File: config.mk
export PLATFORM = sky130hd
export DESIGN_NAME = hdmi_i2c_cfg_seq_flat
export DESIGN_NICKNAME = d
export VERILOG_FILES = /design/src/rtl/hdmi_i2c_cfg_seq_if.sv /design/src/rtl/hdmi_i2c_cfg_seq.sv /design/src/flat_wrapper.sv
export SDC_FILE = /design/constraint.sdc
export NUM_CORES = 1
export LEC_CHECK = 0
export ABC_CLOCK_PERIOD_IN_PS = 7500
export CORE_ASPECT_RATIO = 1.25
export CORE_MARGIN = 2
export CORE_UTILIZATION = 57
export DETAILED_ROUTE_END_ITERATION = 7
export PLACE_DENSITY_LB_ADDON = 0.12
export SLEW_MARGIN = 20
export SYNTH_ARGS = -nofsm -noshare
export SYNTH_HDL_FRONTEND = slang
export SYNTH_SLANG_ARGS = --single-unit
File: constraint.sdc
create_clock -name clk -period 7.5 [get_ports clk]
set_input_delay 2.25 -clock clk [delete_from_list [all_inputs] [get_ports clk]]
set_output_delay 2.25 -clock clk [all_outputs]
set_load 0.05 [all_outputs]
File: src/rtl/hdmi_i2c_cfg_seq_if.sv
// Request/handshake bundle between the config sequencer (master side) and the I2C byte engine (slave side).
// One write request is in flight at a time; the engine reports completion through busy/success.
interface hdmi_i2c_cfg_seq_if;
    logic       i2c_wt_req;
    logic       i2c_rd_req;
    logic [7:0] i2c_sla_addr;
    logic [7:0] i2c_sub_addr;
    logic [7:0] i2c_data_w;
    logic       i2c_busy;
    logic       i2c_success;

    modport master (
        output i2c_wt_req,
        output i2c_rd_req,
        output i2c_sla_addr,
        output i2c_sub_addr,
        output i2c_data_w,
        input  i2c_busy,
        input  i2c_success
    );

    modport slave (
        input  i2c_wt_req,
        input  i2c_rd_req,
        input  i2c_sla_addr,
        input  i2c_sub_addr,
        input  i2c_data_w,
        output i2c_busy,
        output i2c_success
    );
endinterface

File: src/rtl/hdmi_i2c_cfg_seq.sv
// HDMI transmitter register-table sequencer: power wait, then one retried byte write per table entry.
// Moore outputs (no comb path from inputs); waits on i2c_busy, never issues a request while the engine is busy.
module hdmi_i2c_cfg_seq #(
    parameter logic [7:0]  SLA_ADDR     = 8'h72,
    parameter int unsigned TABLE_LEN    = 12,
    parameter logic [23:0] PWR_WAIT     = 24'd5_000_000,
    parameter logic [15:0] GAP_CYCLES   = 16'd200,
    parameter int unsigned MAX_RETRY    = 3,
    parameter logic [19:0] BUSY_TIMEOUT = 20'd100_000
) (
    input  logic                      clk,
    input  logic                      rst_n,
    input  logic                      cfg_restart_i,
    hdmi_i2c_cfg_seq_if.master        i2c,
    output logic                      cfg_busy_o,
    output logic                      cfg_done_o,
    output logic                      cfg_error_o,
    output logic [3:0]                err_index_o
);

    localparam logic [3:0]  LAST_IDX  = 4'(TABLE_LEN - 1);
    localparam logic [2:0]  RETRY_MAX = 3'(MAX_RETRY);
    localparam logic [19:0] ACPT_LAST = 20'd7;

    typedef enum logic [2:0] {
        S_PWR, S_GAP, S_REQ, S_ACPT, S_XFER, S_CHK, S_DONE, S_FAIL
    } state_t;

    state_t      state_q, state_d;
    logic [23:0] pwr_cnt_q, pwr_cnt_d;
    logic [15:0] gap_cnt_q, gap_cnt_d;
    logic [19:0] tmo_cnt_q, tmo_cnt_d;
    logic [2:0]  retry_q, retry_d;
    logic [3:0]  idx_q, idx_d;
    logic [3:0]  err_idx_q, err_idx_d;
    logic [7:0]  sub_q, sub_d;
    logic [7:0]  data_q, data_d;
    logic        ok_q, ok_d;

    logic pwr_end, gap_end, acpt_tmo, xfer_tmo, is_last, retry_left;
    logic [15:0] tbl_entry;

    function automatic logic [15:0] cfg_table(input logic [3:0] i);
        case (i)
            4'd0:    cfg_table = 16'h4110;
            4'd1:    cfg_table = 16'h9803;
            4'd2:    cfg_table = 16'h9AE0;
            4'd3:    cfg_table = 16'h9C30;
            4'd4:    cfg_table = 16'h9D61;
            4'd5:    cfg_table = 16'hA2A4;
            4'd6:    cfg_table = 16'hA3A4;
            4'd7:    cfg_table = 16'hE0D0;
            4'd8:    cfg_table = 16'hF900;
            4'd9:    cfg_table = 16'h1500;
            4'd10:   cfg_table = 16'h1630;
            4'd11:   cfg_table = 16'hAF06;
            default: cfg_table = 16'h0000;
        endcase
    endfunction

    // Gap only counts bus-idle cycles, so a retry after a busy timeout waits for the engine to let go.
    assign pwr_end    = ({1'b0, pwr_cnt_q} + 25'd1) >= {1'b0, PWR_WAIT};
    assign gap_end    = !i2c.i2c_busy && (({1'b0, gap_cnt_q} + 17'd1) >= {1'b0, GAP_CYCLES});
    assign acpt_tmo   = !i2c.i2c_busy && (tmo_cnt_q >= ACPT_LAST);
    assign xfer_tmo   = i2c.i2c_busy && (tmo_cnt_q >= BUSY_TIMEOUT);
    assign is_last    = (idx_q == LAST_IDX);
    assign retry_left = (retry_q < RETRY_MAX);
    assign tbl_entry  = cfg_table(idx_q);

    always_ff @(posedge clk or negedge rst_n) begin
        if (!rst_n) begin
            state_q <= S_PWR;
        end else begin
            state_q <= state_d;
        end
    end

    always_comb begin
        state_d = state_q;
        case (state_q)
            S_PWR:  if (pwr_end) state_d = S_GAP;
            S_GAP:  if (gap_end) state_d = S_REQ;
            S_REQ:  state_d = S_ACPT;
            S_ACPT: begin
                if (i2c.i2c_busy)  state_d = S_XFER;
                else if (acpt_tmo) state_d = S_CHK;
            end
            S_XFER: if (!i2c.i2c_busy || xfer_tmo) state_d = S_CHK;
            S_CHK: begin
                if (ok_q)            state_d = is_last ? S_DONE : S_GAP;
                else if (retry_left) state_d = S_GAP;
                else                 state_d = S_FAIL;
            end
            S_DONE, S_FAIL: if (cfg_restart_i) state_d = S_GAP;
            default: state_d = S_PWR;
        endcase
    end

    always_comb begin
        i2c.i2c_wt_req   = (state_q == S_REQ);
        i2c.i2c_rd_req   = 1'b0;
        i2c.i2c_sla_addr = SLA_ADDR;
        i2c.i2c_sub_addr = sub_q;
        i2c.i2c_data_w   = data_q;
        cfg_busy_o       = (state_q != S_DONE) && (state_q != S_FAIL);
        cfg_done_o       = (state_q == S_DONE);
        cfg_error_o      = (state_q == S_FAIL);
        err_index_o      = err_idx_q;
    end

    always_comb begin
        pwr_cnt_d = pwr_cnt_q;
        gap_cnt_d = 16'd0;
        tmo_cnt_d = 20'd0;
        retry_d   = retry_q;
        idx_d     = idx_q;
        err_idx_d = err_idx_q;
        sub_d     = sub_q;
        data_d    = data_q;
        ok_d      = ok_q;
        case (state_q)
            S_PWR: if (pwr_cnt_q != '1) pwr_cnt_d = pwr_cnt_q + 24'd1;
            S_GAP: begin
                if (!i2c.i2c_busy && gap_cnt_q != '1) gap_cnt_d = gap_cnt_q + 16'd1;
                if (gap_end) begin
                    sub_d  = tbl_entry[15:8];
                    data_d = tbl_entry[7:0];
                end
            end
            // The accepting busy cycle is the first one counted toward the transfer timeout.
            S_ACPT: begin
                ok_d = 1'b0;
                if (i2c.i2c_busy)           tmo_cnt_d = 20'd1;
                else if (tmo_cnt_q != '1)   tmo_cnt_d = tmo_cnt_q + 20'd1;
            end
            S_XFER: begin
                ok_d = !i2c.i2c_busy && i2c.i2c_success;
                if (tmo_cnt_q != '1) tmo_cnt_d = tmo_cnt_q + 20'd1;
            end
            S_CHK: begin
                if (ok_q) begin
                    retry_d = 3'd0;
                    if (!is_last) idx_d = idx_q + 4'd1;
                end else if (retry_left) begin
                    retry_d = retry_q + 3'd1;
                end else begin
                    err_idx_d = idx_q;
                end
            end
            S_DONE, S_FAIL: begin
                if (cfg_restart_i) begin
                    idx_d     = 4'd0;
                    retry_d   = 3'd0;
                    err_idx_d = 4'd0;
                end
            end
            default: ;
        endcase
    end

    always_ff @(posedge clk or negedge rst_n) begin
        if (!rst_n) begin
            pwr_cnt_q <= 24'd0;
            gap_cnt_q <= 16'd0;
            tmo_cnt_q <= 20'd0;
            retry_q   <= 3'd0;
            idx_q     <= 4'd0;
            err_idx_q <= 4'd0;
            sub_q     <= 8'd0;
            data_q    <= 8'd0;
            ok_q      <= 1'b0;
        end else begin
            pwr_cnt_q <= pwr_cnt_d;
            gap_cnt_q <= gap_cnt_d;
            tmo_cnt_q <= tmo_cnt_d;
            retry_q   <= retry_d;
            idx_q     <= idx_d;
            err_idx_q <= err_idx_d;
            sub_q     <= sub_d;
            data_q    <= data_d;
            ok_q      <= ok_d;
        end
    end

endmodule

File: src/flat_wrapper.sv
// flat-port wrapper written by rule: the top's interface ports become plain ports
module hdmi_i2c_cfg_seq_flat 
#(
    parameter logic [7:0]  SLA_ADDR     = 8'h72,
    parameter int unsigned TABLE_LEN    = 12,
    parameter logic [23:0] PWR_WAIT     = 24'd5_000_000,
    parameter logic [15:0] GAP_CYCLES   = 16'd200,
    parameter int unsigned MAX_RETRY    = 3,
    parameter logic [19:0] BUSY_TIMEOUT = 20'd100_000
)
  (clk, rst_n, cfg_restart_i, cfg_busy_o, cfg_done_o, cfg_error_o, err_index_o, i2c_i2c_wt_req, i2c_i2c_rd_req, i2c_i2c_sla_addr, i2c_i2c_sub_addr, i2c_i2c_data_w, i2c_i2c_busy, i2c_i2c_success);
  hdmi_i2c_cfg_seq_if i2c_i ();
  input  logic clk;
  input  logic rst_n;
  input  logic cfg_restart_i;
  output logic cfg_busy_o;
  output logic cfg_done_o;
  output logic cfg_error_o;
  output logic [3:0] err_index_o;
  output wire logic [$bits(i2c_i.i2c_wt_req)-1:0] i2c_i2c_wt_req;
  output wire logic [$bits(i2c_i.i2c_rd_req)-1:0] i2c_i2c_rd_req;
  output wire logic [$bits(i2c_i.i2c_sla_addr)-1:0] i2c_i2c_sla_addr;
  output wire logic [$bits(i2c_i.i2c_sub_addr)-1:0] i2c_i2c_sub_addr;
  output wire logic [$bits(i2c_i.i2c_data_w)-1:0] i2c_i2c_data_w;
  input wire logic [$bits(i2c_i.i2c_busy)-1:0] i2c_i2c_busy;
  input wire logic [$bits(i2c_i.i2c_success)-1:0] i2c_i2c_success;
  assign i2c_i2c_wt_req = i2c_i.i2c_wt_req;
  assign i2c_i2c_rd_req = i2c_i.i2c_rd_req;
  assign i2c_i2c_sla_addr = i2c_i.i2c_sla_addr;
  assign i2c_i2c_sub_addr = i2c_i.i2c_sub_addr;
  assign i2c_i2c_data_w = i2c_i.i2c_data_w;
  assign i2c_i.i2c_busy = i2c_i2c_busy;
  assign i2c_i.i2c_success = i2c_i2c_success;
  hdmi_i2c_cfg_seq #(.SLA_ADDR(SLA_ADDR), .TABLE_LEN(TABLE_LEN), .PWR_WAIT(PWR_WAIT), .GAP_CYCLES(GAP_CYCLES), .MAX_RETRY(MAX_RETRY), .BUSY_TIMEOUT(BUSY_TIMEOUT)) u_core (.clk(clk), .rst_n(rst_n), .cfg_restart_i(cfg_restart_i), .i2c(i2c_i), .cfg_busy_o(cfg_busy_o), .cfg_done_o(cfg_done_o), .cfg_error_o(cfg_error_o), .err_index_o(err_index_o));
endmodule
==> impl_metrics.py, run 1 <==
metrics = {
    "run_status": {
        "status": "completed",
    },
    "clocking": {
        "cts_resized": 0,
        "worstSkewPairLatency_ns": 0.34,
        "clock-sinks": 90,
        "cts_hold_buf": 0,
        "cts_buffer_depth": 2,
        "htree_levels": 3,
        "root_buffer": "clkbuf_16",
        "postCtsSetupBuffers": 0,
        "clkSlewWorstSetupHoldPaths_ns": 0.06,
        "cts_buffers": 9,
        "tritoncts": "built",
    },
    "worst_setup_path": {
        "path_cells": "nand2_1, nor2_1, clkdlybuf4s50_1",
        "path_max_fanout": 14,
        "crit_path_start_kind": "flip-flop",
        "cp_top_family": "buffers and inverters",
        "worstSetupEndpointType": "output port",
        "cp_data_required_time_ns": 5.25,
        "path_buf_inv": 1,
        "worstSetupPathType": "reg2out",
        "crit_arrival_ns": 2.14,
        "cp_slowest_cell": "clkdlybuf4s50_1",
        "critPathMaxStageDelay_ns": 0.82,
    },
    "final_layout": {
        "syn_to_final_growth_pct": 10.14,
        "drive_gt1_share_pct": 5.814,
        "regArea_um2": 2252,
        "multi_input_area_um2": 2778,
        "diodes": 0,
        "layout.nets": 613,
        "nFillCells": 814,
        "fin_cells": 725,
        "postLayoutCellArea_um2": 5804,
    },
    "global_route": {
        "grt.overflow.total": 0,
        "top_usage_layer": "met2",
        "grt_use_met2_pct": 36.14,
        "use_met3_pct": 4.127,
        "met1_usage_pct": 28.61,
        "grt_max_degree": 50,
        "grt_pass1_vias": 3998,
        "antenna_found_initial": 0,
        "grt_usage_pct": 21.77,
        "grt_pass1_wl_mm": 18.28,
    },
    "hold_path": {
        "hold_class": "reg2reg",
    },
    "logic_synthesis": {
        "synth_top_cell_area_share_pct": 42.74,
        "avgSynthCellArea_um2": 8.963,
        "ys_ff_latch": 90,
        "ys.warnings.count": 0,
        "ys_seq_area_share_pct": 42.74,
        "syn_inst": 588,
        "synth_edf_count": 0,
        "synthesis.area_um2": 5270,
        "ys.flop_type": "dfrtp_1",
        "synth_area_leaders": "dfrtp_1 43%, xnor2_1 5.8%, nor2_1 5.1%, nand2_1 3.8%, xor2_1 3.8%",
        "ys_types": 67,
        "async_flop_share_pct": 100.0,
        "yosys.area.top_type": "dfrtp_1",
    },
    "timing": {
        "slew_headroom_pct": 31.14,
        "rsz0062_at_grt": "no",
        "period_needed_ns": 4.385,
        "whs_ns": 0.4906,
        "worst_pin_slew_ns": 1.031,
        "fin_skew_ns": 0.003796,
        "setup_viol": 0,
        "slew_violations": 0,
        "min_period_over_period_pct": 58.47,
        "setup_tns_ns": 0,
        "hold_viol": 0,
        "max_freq_ghz": 0.2280,
    },
    "run": {
        "cap_violations": 0,
    },
    "route": {
        "drc": 0,
        "post_drt_wl_per_cell_um": 14.03,
        "final_antenna_net_count": 0,
        "num_vias": 4178,
        "viasPerCell": 5.763,
        "routed_wirelength_mm": 10.18,
        "firstDrtPassIters": 4,
        "drt_iter0_markers": 186,
    },
    "placed_design": {
        "hpwl_mm": 7.234,
        "finalWeightedCongestion": 0.8109,
        "dp.cells": 709,
        "portBuffers": 27,
        "place_area_um2": 5532,
    },
    "floorplanning": {
        "die_w_um": 90.01,
        "fp.dieH_um": 111.5,
        "num_rows": 39,
        "start_util_pct": 58.06,
        "core_area_um2": 9076,
        "dieArea_um2": 10040,
        "io_pins": 38,
    },
    "pwr": {
        "ir_worst_vdd_v": 0.0001607,
        "leakagePower_nw": 2.344,
        "powerDensity_nw_per_um2": 254.8,
    },
}
[layout by cell type (no fill, tap or decap), types with 4 or more instances in the layout]
| cell type | netlist | layout |
|---|---|---|
| and4_1 | 4 | 4 |
| a21oi_1 | 26 | 26 |
| nor3b_1 | 6 | 6 |
| nor2b_1 | 4 | 4 |
| nor3_1 | 9 | 9 |
| a31oi_1 | 7 | 6 |
| or3_1 | 4 | 4 |
| xnor2_1 | 35 | 35 |
| clkbuf_16 | 0 | 9 |
| clkbuf_1 | 20 | 4 |
| nand2b_1 | 7 | 7 |
| nor4_1 | 8 | 8 |
| dfrtp_1 | 90 | 90 |
| inv_1 | 21 | 21 |
| conb_1 | 2 | 10 |
| xor2_1 | 23 | 23 |
| mux2i_1 | 5 | 5 |
| nor2_1 | 72 | 72 |
| and3_1 | 14 | 14 |
| nand4_1 | 15 | 15 |
| clkdlybuf4s50_1 | 0 | 26 |
| nand2_1 | 54 | 54 |
| ha_1 | 11 | 11 |
| o21a_1 | 6 | 6 |
| o21ai_0 | 21 | 21 |
| nand3_1 | 39 | 39 |
| mux2_2 | 7 | 7 |
[report_power, final]
group          switching (mW)  internal, mW
combinational           0.276         0.157
clock                   0.177         0.234
sequential             0.0973         0.539
total                   0.550         0.929
[final cells by class]
cell class,count,share of cell area [%]
Sequential cell,90,38.80
Inverter,21,1.358
Tap cell,123,2.651
Clock buffer,14,4.376
Timing Repair Buffer,28,4.742
Clock inverter,2,0.2156
Multi-Input combinational cell,447,47.86
[Yosys cell counts (4+ instances only)]
cell type and count:
o21ai_0 21, mux2_2 7, or3_1 4, nand2b_1 7
nor2_1 72, nand4_1 15, and3_1 14, nor3b_1 6
buf_4 11, and4_1 4, o21a_1 6, nor4_1 8
nor2b_1 4, ha_1 11, clkbuf_1 20, a21oi_1 26
xnor2_1 35, dfrtp_1 90, nand3_1 39, nor3_1 9
nand2_1 54, inv_1 21, xor2_1 23, buf_2 5
mux2i_1 5, a31oi_1 7
[metal layers]
metal / vias to the layer above / wire, um
li1: 2063 / -
met1: 2047 / 4768
met2: 53 / 4972
met3: 15 / 245
met4: 0 / 189
met5: - / 0
[state kept, by name (all words and copies together) (netlist names)]
register	count
u_core.err_index_o	4
u_core.gap_cnt_q	16
u_core.pwr_cnt_q	24
u_core.tmo_cnt_q	20
u_core.retry_q	3
u_core.state_q	3
u_core.idx_q	4
u_core.ok_q	1
u_core.i2c.i2c_sub_addr	8
u_core.i2c.i2c_data_w	7
[final timing paths]
path                                                         from                                endpoint  slack (ns)  depth (start not counted)
min in group asynchronous                                   rst_n           u_core.tmo_cnt_q[6]$_DFF_PN0_        1.89                          1
setup reg to reg                    u_core.gap_cnt_q[0]$_DFF_PN0_    u_core.i2c.i2c_data_w[5]$_DFFE_PN0P_        4.41                          7
setup / recovery                    u_core.state_q[1]$_DFFE_PN0P_                              cfg_done_o        3.11                          3
max in group asynchronous                                   rst_n         u_core.pwr_cnt_q[3]$_DFFE_PN0P_        4.61                          2
hold reg to reg            u_core.i2c.i2c_sub_addr[5]$_DFFE_PN0P_  u_core.i2c.i2c_sub_addr[5]$_DFFE_PN0P_        0.49                          1
hold / removal             u_core.i2c.i2c_sub_addr[5]$_DFFE_PN0P_  u_core.i2c.i2c_sub_addr[5]$_DFFE_PN0P_        0.49                          1
[kinds of logic after synthesis]
| kind of cell | share of synthesized area, % |
|---|---|
| buf+inv | 5.247 |
| xor+xnor | 9.639 |
| other cells | 0.1425 |
| fa+ha+maj | 2.612 |
| simple gates | 24.90 |
| compound gates | 12.27 |
| flops | 42.74 |
| mux | 2.446 |
[metrics by stage]
stage	power [mW]	setup slack (ns)	util, %
2_1_floorplan	0.9644	3.395	-
3_3_place_gp	1.062	3.314	60.95
3_5_place_dp	1.076	3.227	60.95
4_1_cts	1.492	3.121	63.88
5_1_grt	1.578	2.979	63.95
6_report	1.479	3.115	63.95
Note: power is estimated with default switching activity, not from simulation.
==> inputs of run 2 (changes only) <==
--- a/config.mk
+++ b/config.mk
@@ -5,10 +5,10 @@
 export SDC_FILE = /design/constraint.sdc
 export NUM_CORES = 1
 export LEC_CHECK = 0
-export ABC_CLOCK_PERIOD_IN_PS = 7500
+export ABC_CLOCK_PERIOD_IN_PS = 3700
 export CORE_ASPECT_RATIO = 1.25
 export CORE_MARGIN = 2
-export CORE_UTILIZATION = 57
+export CORE_UTILIZATION = 54
 export DETAILED_ROUTE_END_ITERATION = 7
 export PLACE_DENSITY_LB_ADDON = 0.12
 export SLEW_MARGIN = 20
==> constraint.sdc (replaced) <==
create_clock -name clk -period 3.7 [get_ports clk]
set_input_delay 1.11 -clock clk [delete_from_list [all_inputs] [get_ports clk]]
set_output_delay 1.11 -clock clk [all_outputs]
set_load 0.05 [all_outputs]
==> run 2 against run 1 <==
  * Sequential share of layout area fell by 0.32 points
  * Count of clock-buffer cells in the layout shrank 2
  * Largest cell class unchanged
  * Clock skew up 0.0042 ns
  * Critical path type unchanged
==> impl_metrics.py, run 2 (synthesis gave the netlist of run 1 again) <==
metrics = {
    "placed_design": {
        "pre_cts_slack_ns": 0.6138,
        "finalWeightedCongestion": 0.8349,
        "place_area_um2": 5563,
        "dp.cells": 714,
        "portBuffers": 27,
        "hpwl_mm": 7.441,
    },
    "final_layout": {
        "top_register": "u_core.pwr_cnt_q",
        "layout.nets": 615,
        "nFillCells": 830,
        "diodes": 0,
        "fin_cells": 728,
        "reg_top3": "u_core.pwr_cnt_q x24, u_core.tmo_cnt_q x20, u_core.gap_cnt_q x16",
        "layout_common_cells": "90 x dfrtp_1, 72 x nor2_1, 54 x nand2_1, 39 x nand3_1, 35 x xnor2_1",
        "largest_reg_flops": 24,
        "postLayoutCellArea_um2": 5852,
        "drive_gt1_share_pct": 6.645,
        "final_common_cell": "dfrtp_1",
        "syn_to_final_growth_pct": 11.04,
    },
    "clocking": {
        "tritoncts": "built",
        "clkSlewWorstSetupHoldPaths_ns": 0.06,
        "clock-sinks": 90,
        "cts_hold_buf": 0,
        "postCtsSetupBuffers": 0,
        "cts_resized": 0,
        "cts_buffers": 9,
        "worstSkewPairLatency_ns": 0.34,
        "cts_buffer_depth": 2,
        "root_buffer": "clkbuf_16",
        "htree_levels": 3,
    },
    "global_route": {
        "antenna_found_initial": 0,
        "grt_pass1_vias": 4003,
        "grt.overflow.total": 0,
        "grt_max_degree": 52,
        "grt_usage_pct": 21.42,
        "grt_pass1_wl_mm": 18.36,
    },
    "route": {
        "post_drt_wl_per_cell_um": 14.53,
        "routed_wirelength_mm": 10.58,
        "firstDrtPassIters": 4,
        "num_vias": 4171,
        "drt_iter0_markers": 159,
        "drc": 0,
        "final_antenna_net_count": 0,
        "viasPerCell": 5.729,
    },
    "worst_setup_path": {
        "path_buf_inv": 2,
        "path_cells": "inv_1, nand2_1, nor2_1, clkdlybuf4s50_1",
        "worstSetupPathType": "reg2out",
        "crit_arrival_ns": 2.14,
        "worstSetupEndpointType": "output port",
        "cp_top_family": "buffers and inverters",
        "cp_data_required_time_ns": 2.59,
        "cp_slowest_cell": "clkdlybuf4s50_1",
        "critPathMaxStageDelay_ns": 0.85,
        "crit_path_start_kind": "flip-flop",
        "path_max_fanout": 11,
    },
    "timing": {
        "slew_headroom_pct": 48.88,
        "rsz0062_at_grt": "no",
        "setup_viol": 0,
        "fin_skew_ns": 0.007975,
        "max_freq_ghz": 0.3077,
        "setup_ws_ns": 0.4504,
        "worst_pin_slew_ns": 0.7651,
        "setup_tns_ns": 0,
        "period_needed_ns": 3.250,
        "slew_violations": 0,
        "hold_viol": 0,
        "min_period_over_period_pct": 87.83,
    },
    "floorplanning": {
        "dieArea_um2": 10570,
        "num_rows": 40,
        "io_pins": 38,
        "start_util_pct": 55.13,
        "die_w_um": 92.36,
        "fp.dieH_um": 114.5,
        "core_area_um2": 9559,
    },
    "hold_path": {
        "hold_class": "reg2reg",
    },
    "pwr": {
        "leakagePower_nw": 2.370,
        "ir_worst_vdd_v": 0.0003273,
        "powerDensity_nw_per_um2": 521.0,
        "power.total_mw": 3.049,
    },
    "run": {
        "cap_violations": 0,
    },
    "run_status": {
        "status": "completed",
    },
}
run 2: final cells by class:
cell class                 instances  area, um2  area share [%]
clock buffer                      12      266.5           4.554
clock inverter                     2      12.51          0.2138
inverter                          21      78.83           1.347
multi-input combinational        447       2781           47.53
sequential                        90       2252           38.49
tap                              126      157.7           2.694
timing repair buffer              30      302.8           5.174
run 2: report_power, final:
part | total [mW] | internal [mW] | switching, mW
Sequential | 1.28 | 1.09 | 0.187
Clock | 0.866 | 0.502 | 0.365
Combinational | 0.903 | 0.327 | 0.575
run 2: stage by stage:
step,utilization (%),hold WS (ns)
6_report,61.22,0.4924
3_5_place_dp,58.19,0.4824
3_3_place_gp,58.19,0.4762
5_1_grt,61.22,0.5107
4_1_cts,61.11,0.4967
2_1_floorplan,-,0.4688
run 2: final timing paths:
check,startpoint,end,slack [ns],cells after the start
max,u_core.state_q[2]$_DFFE_PN0P_,i2c_i2c_wt_req,0.45,4
min,u_core.i2c.i2c_sub_addr[2]$_DFFE_PN0P_,u_core.i2c.i2c_sub_addr[2]$_DFFE_PN0P_,0.49,1
min in group asynchronous,rst_n,u_core.tmo_cnt_q[1]$_DFF_PN0_,0.73,1
max in group asynchronous,rst_n,u_core.gap_cnt_q[2]$_DFF_PN0_,2.31,2
min reg2reg,u_core.i2c.i2c_sub_addr[2]$_DFFE_PN0P_,u_core.i2c.i2c_sub_addr[2]$_DFFE_PN0P_,0.49,1
max reg2reg,u_core.gap_cnt_q[0]$_DFF_PN0_,u_core.i2c.i2c_data_w[7]$_DFFE_PN0P_,0.63,7
run 2: layer usage:
layer / global-route usage, % / vias to the layer above / share of wire [%]
li1: - / 2060 / -
met1: 28.08 / 2025 / 47
met2: 34.94 / 71 / 48
met3: 4.674 / 15 / 3.4
met4: 8.159 / 0 / 1.7
met5: 0 / - / 0
